### src/rtl/scanner_pkg.sv
// Shared types and helpers for the truth-table scanner.
package scanner_pkg;

  typedef enum logic [1:0] {
    StIdle,
    StHold,
    StSample,
    StDone
  } state_e;

  // Settle counter width; covers SETTLE up to 15.
  localparam int unsigned CntW = 4;

  // Number of minterms for an n-input function.
  function automatic int unsigned pow2(input int unsigned n);
    return 32'd1 << n;
  endfunction

endpackage

### src/rtl/truth_table_scanner_if.sv
// Scanner bundle: host control/readout plus the function-under-test hookup.
// master = host/bench side, slave = scanner side.
interface truth_table_scanner_if
  import scanner_pkg::*;
#(
  parameter int unsigned N_IN = 4
);

  logic                     start;
  logic                     abort;
  logic                     busy;
  logic                     done;
  logic [N_IN-1:0]          dut_in;
  logic                     dut_y;
  logic [pow2(N_IN)-1:0]    tbl;
  logic [N_IN:0]            ones;

  modport master (
    output start, abort, dut_y,
    input  busy, done, dut_in, tbl, ones
  );

  modport slave (
    input  start, abort, dut_y,
    output busy, done, dut_in, tbl, ones
  );

endinterface

### src/rtl/settle_timer.sv
// Loadable down-counter; zero flags the end of a vector's settle window.
module settle_timer
  import scanner_pkg::*;
(
  input  logic            clk,
  input  logic            reset,
  input  logic            load,
  input  logic [CntW-1:0] load_val,
  input  logic            en,
  output logic            zero
);

  logic [CntW-1:0] cnt_q;

  // Count down while enabled, saturating at zero.
  always_ff @(posedge clk or posedge reset) begin
    if (reset) begin
      cnt_q <= '0;
    end else if (load) begin
      cnt_q <= load_val;
    end else if (en && (cnt_q != '0)) begin
      cnt_q <= cnt_q - 1'b1;
    end
  end

  assign zero = (cnt_q == '0);

endmodule

### src/rtl/truth_table_scanner.sv
// Walks every input minterm of a combinational function in ascending order,
// holding each for SETTLE+1 cycles, and records the truth table and 1-count.
module truth_table_scanner
  import scanner_pkg::*;
#(
  parameter int unsigned N_IN   = 4,
  parameter int unsigned SETTLE = 1
) (
  input logic                 clk,
  input logic                 reset,
  truth_table_scanner_if.slave bus
);

  localparam int unsigned NVec = pow2(N_IN);
  // HOLD lasts SETTLE cycles, so the timer starts at SETTLE-1.
  localparam logic [CntW-1:0] LoadVal = (SETTLE == 0) ? '0 : CntW'(SETTLE - 1);
  // With no settle time each vector goes straight to SAMPLE.
  localparam state_e VecSt = (SETTLE == 0) ? StSample : StHold;

  state_e          state_q, state_d;
  logic [N_IN-1:0] idx_q, idx_d;
  logic [NVec-1:0] tbl_q, tbl_d;
  logic [N_IN:0]   ones_q, ones_d;
  logic            tmr_load;
  logic            tmr_zero;
  logic            busy;

  settle_timer u_settle_timer (
    .clk      (clk),
    .reset    (reset),
    .load     (tmr_load),
    .load_val (LoadVal),
    .en       (state_q == StHold),
    .zero     (tmr_zero)
  );

  // State, index and result registers.
  always_ff @(posedge clk or posedge reset) begin
    if (reset) begin
      state_q <= StIdle;
      idx_q   <= '0;
      tbl_q   <= '0;
      ones_q  <= '0;
    end else begin
      state_q <= state_d;
      idx_q   <= idx_d;
      tbl_q   <= tbl_d;
      ones_q  <= ones_d;
    end
  end

  // Next-state: start/abort handling, per-vector sampling and index advance.
  always_comb begin
    state_d  = state_q;
    idx_d    = idx_q;
    tbl_d    = tbl_q;
    ones_d   = ones_q;
    tmr_load = 1'b0;
    unique case (state_q)
      StIdle: begin
        if (bus.start && !bus.abort) begin
          tbl_d    = '0;
          ones_d   = '0;
          idx_d    = '0;
          tmr_load = 1'b1;
          state_d  = VecSt;
        end
      end
      StHold: begin
        if (bus.abort) begin
          tbl_d   = '0;
          ones_d  = '0;
          idx_d   = '0;
          state_d = StIdle;
        end else if (tmr_zero) begin
          state_d = StSample;
        end
      end
      StSample: begin
        // Abort wins over the sample taken in the same cycle.
        if (bus.abort) begin
          tbl_d   = '0;
          ones_d  = '0;
          idx_d   = '0;
          state_d = StIdle;
        end else begin
          tbl_d[idx_q] = bus.dut_y;
          ones_d       = ones_q + {{N_IN{1'b0}}, bus.dut_y};
          if (idx_q == {N_IN{1'b1}}) begin
            state_d = StDone;
          end else begin
            idx_d    = idx_q + 1'b1;
            tmr_load = 1'b1;
            state_d  = VecSt;
          end
        end
      end
      StDone: begin
        state_d = StIdle;
      end
      default: begin
        state_d = StIdle;
      end
    endcase
  end

  // Outputs decoded from registered state; dut_in is parked at 0 when idle.
  always_comb begin
    busy       = (state_q == StHold) || (state_q == StSample);
    bus.busy   = busy;
    bus.done   = (state_q == StDone);
    bus.dut_in = busy ? idx_q : '0;
    bus.tbl    = tbl_q;
    bus.ones   = ones_q;
  end

endmodule

### src/flat_wrapper.sv
// flat-port wrapper written by rule: the top's interface ports become plain ports
module truth_table_scanner_flat import scanner_pkg::*;
#(
  parameter int unsigned N_IN   = 4,
  parameter int unsigned SETTLE = 1
)
  (clk, reset, bus_start, bus_abort, bus_dut_y, bus_busy, bus_done, bus_dut_in, bus_tbl, bus_ones);
  truth_table_scanner_if #(.N_IN(N_IN)) bus_i ();
  input logic clk;
  input logic reset;
  input wire logic [$bits(bus_i.start)-1:0] bus_start;
  input wire logic [$bits(bus_i.abort)-1:0] bus_abort;
  input wire logic [$bits(bus_i.dut_y)-1:0] bus_dut_y;
  output wire logic [$bits(bus_i.busy)-1:0] bus_busy;
  output wire logic [$bits(bus_i.done)-1:0] bus_done;
  output wire logic [$bits(bus_i.dut_in)-1:0] bus_dut_in;
  output wire logic [$bits(bus_i.tbl)-1:0] bus_tbl;
  output wire logic [$bits(bus_i.ones)-1:0] bus_ones;
  assign bus_i.start = bus_start;
  assign bus_i.abort = bus_abort;
  assign bus_i.dut_y = bus_dut_y;
  assign bus_busy = bus_i.busy;
  assign bus_done = bus_i.done;
  assign bus_dut_in = bus_i.dut_in;
  assign bus_tbl = bus_i.tbl;
  assign bus_ones = bus_i.ones;
  truth_table_scanner #(.N_IN(N_IN), .SETTLE(SETTLE)) u_core (.clk(clk), .reset(reset), .bus(bus_i));
endmodule
### config.mk
export PLATFORM = sky130hd
export DESIGN_NAME = truth_table_scanner_flat
export DESIGN_NICKNAME = d
export VERILOG_FILES = /design/src/rtl/scanner_pkg.sv /design/src/rtl/truth_table_scanner_if.sv /design/src/rtl/settle_timer.sv /design/src/rtl/truth_table_scanner.sv /design/src/flat_wrapper.sv
export SDC_FILE = /design/constraint.sdc
export NUM_CORES = 1
export LEC_CHECK = 0
export ABC_AREA = 1
export CORE_MARGIN = 2
export CORE_UTILIZATION = 55
export CTS_BUF_LIST = sky130_fd_sc_hd__clkbuf_4 sky130_fd_sc_hd__clkbuf_8
export DETAILED_ROUTE_END_ITERATION = 10
export PLACE_DENSITY = 0.92
export SLEW_MARGIN = 15
export SYNTH_ARGS = -nofsm -noshare
export SYNTH_HDL_FRONTEND = slang
export SYNTH_HIERARCHICAL = 1
export SYNTH_SLANG_ARGS = --single-unit
### constraint.sdc
create_clock -name clk -period 2.5 [get_ports clk]
set_input_delay 0.5 -clock clk [delete_from_list [all_inputs] [get_ports clk]]
set_output_delay 0.5 -clock clk [all_outputs]
set_load 0.03 [all_outputs]
Yosys cells after proc, flatten, opt, wreduce, memory -nomap -nowiden
Index checks and enable logic that the tools add are counted.
{"block": "word_totals", "in_bits": 5, "regBits": 31, "elab_cells": 60, "out_inout_bits": 27}
{"block": "classes", "mux": 29, "magnitude_cmp": 2, "addsub": 3, "reduce_logical": 13, "n_eq_ne": 8}
{"op": "16-bit two-way mux", "count": 3}
{"op": "16-bit case mux with 3 select lines", "count": 1}
{"op": "4-bit two-way mux", "count": 7}
{"op": "16-bit bitwise mux", "count": 1}
{"op": "5-bit two-way mux", "count": 3}
{"op": "5-bit case mux with 3 select lines", "count": 1}
{"op": "4-bit case mux with 3 select lines", "count": 1}
{"op": "2-bit two-way mux", "count": 5}
{"op": "2-bit case mux with 4 select lines", "count": 1}
{"op": "5-bit by 1-bit adder with 5-bit output", "count": 1}
{"op": "4-bit by 5-bit less-than comparator with 1-bit output (second input constant)", "count": 1}
{"op": "4-bit by 1-bit adder with 4-bit output (second input constant)", "count": 1}
{"op": "1-bit demux with 4-bit select", "count": 1}
{"op": "2-bit equality test (second input constant)", "count": 2}
{"op": "4-bit equality test (second input constant)", "count": 1}
{"op": "4-bit by 1-bit greater-or-equal comparator with 1-bit output (second input constant)", "count": 1}
{"op": "4-bit logical NOT", "count": 1}
{"op": "1-bit two-way mux", "count": 4}
{"op": "4-bit AND reduction", "count": 1}
{"op": "4-bit nonzero test", "count": 1}
{"op": "4-bit by 1-bit subtractor with 4-bit output (second input constant)", "count": 1}
{"op": "1-bit logical AND", "count": 3}
{"op": "3-bit by 2-bit inequality test with 1-bit output (second input constant)", "count": 1}
{"op": "3-bit inequality test (second input constant)", "count": 1}
{"op": "other kinds (11)", "count": 11}

Longest topological paths before layout
{"block": "depth", "word_depth": 7, "depth_mapped": 11, "ltp_nobuf": 11}

Modules after synthesis
Netlist, hierarchy kept.
{"mod": "truth_table_scanner", "instances": 1, "cells_each": 277, "seq_area_each_um2": 675.6, "area_each_um2": 1923.1}
{"mod": "settle_timer", "instances": 1, "cells_each": 47, "seq_area_each_um2": 100.1, "area_each_um2": 299.0}

Least setup slack after synthesis
No wires, ideal clock.
{"block": "synth_timing", "path_kind": "reg-to-output", "startpoint": "reg u_core.state_q[0]", "endpoint": "out bus_dut_in[1]", "setup_slack_ns": 0.743, "arrival_ns": 1.257, "required_time_ns": 2.000, "path_stages_with_launch": 5, "n_path_buf": 0, "path_cell_list": "dfrtp_1 inv_1 ha_1 nand2_1 inv_1"}
{"block": "synth_via", "elab_chain_cells": 3, "word_cells_on_any_way": 4, "cone_classes": "2 x eq/ne; 1 x mux; 1 x reduce/logical"}
{"element": "start: declaration", "line": "truth_table_scanner.sv:20", "source": "state_e state_q, state_d;"}
{"element": "start signal: assignment", "line": "truth_table_scanner.sv:40", "source": "state_q <= StIdle;"}
{"element": "start signal: assignment", "line": "truth_table_scanner.sv:45", "source": "state_q <= state_d;"}
{"element": "2-bit by 1-bit equality test with 1-bit output / 2-bit equality test (equally long branches)", "line": "truth_table_scanner.sv:109", "source": "busy = (state_q == StHold) || (state_q == StSample);"}
{"element": "1-bit logical OR (*)", "line": "truth_table_scanner.sv:109"}
{"element": "net bus_busy", "line": "flat_wrapper.sv:14", "source": "output wire logic [$bits(bus_i.busy)-1:0] bus_busy;"}
{"element": "4-bit two-way mux (*)", "line": "truth_table_scanner.sv:112", "source": "bus.dut_in = busy ? idx_q : '0;"}
{"element": "end: declaration", "line": "flat_wrapper.sv:16", "source": "output wire logic [$bits(bus_i.dut_in)-1:0] bus_dut_in;"}
The timed path passes the listed nets; every way through them passes the cells marked *.

Final worst setup path
{"block": "layout_timing", "startpoint": "reg u_core.state_q[0]", "endpoint": "out bus_busy"}
{"block": "layout_via", "elab_chain_cells": 2, "word_cells_on_any_way": 3, "cone_classes": "2 x eq/ne; 1 x reduce/logical"}
{"element": "2-bit by 1-bit equality test with 1-bit output / 2-bit equality test (equally long branches)", "line": "truth_table_scanner.sv:109"}
{"element": "1-bit logical OR (*)", "line": "truth_table_scanner.sv:109"}
{"element": "end: declaration", "line": "flat_wrapper.sv:14"}
Every way passes the cells marked *; elsewhere a longest branch is shown, timed or not.

==> metrics.md <==
| Metric | Value |
|---|---|
| DIE AREA | 0.00456 mm2 |
| Antenna diodes | 0 |
| Largest net degree at the start of global routing | 28 |
| R2R setup slack | 0.66 ns |
| Post-synthesis sequential area ratio | 0.349 |
| TritonRoute pass-1 iters | 4 |
| Vias | 2150 |
| Fraction of layout cells with a size suffix above 1 | 0.103 |
| Top post-synthesis cells by area | dfrtp_1 (35%), nand2_1 (17%), ha_1 (7.3%) |
| Post-synth ARST share | 1.00 |
| Number of flops mapped to enable cells by yosys | 0 |
| Sink Count | 31 |
| Clock Skew | 0.00734 ns |
| Post-layout minimum cycle time | 2.35 ns |
| Cell taking the most area after synthesis | dfrtp_1 |
| Via-to-Cell Ratio | 5.27 |
| Area grow syn2layout | 20.7% |
| Sum Neg Setup Slack | 0 ns |
| Clock Tree Buf Depth | 2 |
| Max cap viols | 0 |
| RSZ-0062 raised after global routing | false |
| Synth top cells by count | nand2_1 (102), inv_1 (36), dfrtp_1 (31) |
| Worst r2r src | u_core/state_q[0]$_DFFE_PP0P_ |
| Final WS setup | 0.149 ns |
| Combinational Power Share | 0.477 |
| Final Hold Vio Count | 0 |
| Max VDD drop | 0.656 mV |
| Routed wire length | 4.90 mm |
| Switching power | 0.000939 W |
| Count leader, synth | nand2_1 |
| DP Cell Count | 400 |
| DIE HEIGHT | 67.6 um |
| Worst EP arrival | 1.85 ns |
| Clock transition at the registers of the reported paths | 0.06 ns |
| Yosys warns | 6 |
| First-pass GRT wire length | 8.52 mm |
| P_leak | 1.49 nW |
| Antenna-violating nets left | 0 |
| Initial antenna violation count | 0 |
| Crit path launch | u_core/state_q[0]$_DFFE_PP0P_ |
| Port buffer count | 31 |
| Status | finished, final reports clean |
| Final setup fails | 0 |
| Initial Utilization | 0.564 |
| Max-slew violations | 0 |
| Top Ports | 32 |
| Number of DRC markers after the initial detailed-route iteration | 133 |
| TritonCTS Buffers | 5 |
| Hold_buf cts | 0 |
| WP data required | 2.00 ns |
| Non-filler cells, final | 408 |
| Cell variety after synth | 27 |
| Worst skew pair latency | 0.29 ns |
| # rows | 23 |
| GRT Overall Usage | 0.247 |
| Sw Ratio | 0.435 |
| Ys flop type | dfrtp_1 |
| Part of the cycle the worst path needs | 0.941 |
| CP Class | flip-flop to primary output |
| Sequential Power Share | 0.284 |
| CTS Root Cell | clkbuf_8 |
| Register bit total from synthesis | 31 |
| Vias in the first global route | 2002 |
| Pre-CTS setup slack | 0.346 ns |
| Int Power | 0.00122 W |
| Startpoint Class | flip-flop |
| FILL cells | 321 |
| CP Max Fanout | 5 |
| Die Span X | 67.6 um |
| Post-CTS resize count | 0 |
| Post-DP HPWL | 3.47 mm |
| CTS tree | done |
| Syn Area/Cell | 6.86 um2 |
| Grt ovf | 0 |
| Core area | 0.00394 mm2 |
| Htree depth | 2 |
| Final nets | 375 |
| Nature of the critical path endpoint | primary output |
| # Post-CTS Setup Buffers | 0 |
| Number of remaining DRC errors | 0 |
| Fmax | 425 MHz |
| Class of the worst hold path | primary input to async pin |
| Clock share of power | 0.240 |
| Routability cong. | 0.831 |
| Post-Synthesis Cell Area | 0.00222 mm2 |
| Pwr Density | 805 mW/mm2 |
| Drt wl/cell | 12.0 um |
| Post-synth top area share | 0.349 |
| Syn Inst Count | 324 |
==> state kept, by name, summed over array words and instances (netlist names) <==
signal,flops
u_core/bus.tbl,16
u_core/bus.ones,5
u_core/idx_q,4
u_core/u_settle_timer/cnt_q,4
u_core/state_q,2
==> worst max-delay path: stages, from the launching register on <==
cell,delay (ns)
dfrtp_1,0.42
inv_1,0.10
ha_1,0.36
clkdlybuf4s50_1,0.69
==> per-layer routing <==
layer	vias to the layer above	global-route usage	part of all wire
li1	1078	-	-
met1	983	0.305	0.44
met2	79	0.412	0.47
met3	10	0.0517	0.067
met4	0	0.112	0.019
met5	-	0	0
==> layout by cell type (no fill, tap or decap) <==
master           Yosys  final
nand2_1            102    102
o21ai_1             11     11
nand2_4              1      1
clkdlybuf4s50_1      0     27
nand3_1             21     21
a21oi_4              1      1
dfrtp_1             31     31
buf_4                1      7
or2_2                2      2
clkinv_2             0      1
clkinv_1             2      2
nand4_1             12     12
nor2_1              29     29
nor2_2              10     10
inv_6                1      1
dlymetal6s2s_1       0      4
nand3b_1             3      3
bufinv_16            0      1
o21ai_0             13     13
ha_1                13     13
nor3_1               8      8
a21oi_1              4      4
inv_2                2      2
inv_1               36     36
nand2_2              5      5
clkbuf_8             0      6
conb_1               1      4
xor2_1               1      1
==> cell families (layout without fill, tap and decap cells) <==
kind of cell,count (synthesis),count (layout),share of synthesized area
fa+ha+maj,13,13,0.0732
compound gates,29,29,0.0704
flops,31,31,0.349
buf+inv,56,87,0.118
simple gates,193,193,0.383
other cells,1,4,0.00169
xor+xnor,1,1,0.00394
==> stage by stage <==
stage	utilization	total power [W]	hold WS, ns	instance area (um2)
finish	0.680	0.00216	0.420	2680
floorplan	-	0.00147	0.266	2230
CTS	0.678	0.00216	0.423	2670
global route	0.680	0.00233	0.456	2680
global placement	0.648	0.00160	0.464	2550
detailed placement	0.648	0.00163	0.468	2550
==> layout make-up <==
class                   instances  area (um2)  area share
repair buffers                 38         373       0.139
inverters                      41         159      0.0592
clock inverters                 2        35.0      0.0131
well taps                      50        62.6      0.0233
clock buffers                   6        82.6      0.0308
flip-flops and latches         31         776       0.289
multi-input cells             240        1190       0.445
==> path summary, 6_finish.rpt <==
check                                                             end  cells past startpoint
min reg2reg                            u_core/bus.tbl[14]$_DFFE_PP0P_                      2
max reg2reg                u_core/u_settle_timer/cnt_q[3]$_DFFE_PP0P_                     11
max in group asynchronous              u_core/bus.tbl[12]$_DFFE_PP0P_                      3
min                        u_core/u_settle_timer/cnt_q[2]$_DFFE_PP0P_                      2
min in group clk                       u_core/bus.tbl[14]$_DFFE_PP0P_                      2
max                                                          bus_busy                      3
==> power by group through the flow <==
stage                     sequential (W)  clock (W)  combinational [W]
after floorplan                 0.000614          0           0.000859
after global placement          0.000617          0           0.000979
after detailed placement        0.000621          0            0.00101
after CTS                       0.000611   0.000525            0.00102
after global routing            0.000622   0.000546            0.00117
final                           0.000612   0.000517            0.00103
No activity file was read; power rests on OpenSTA's default activity.
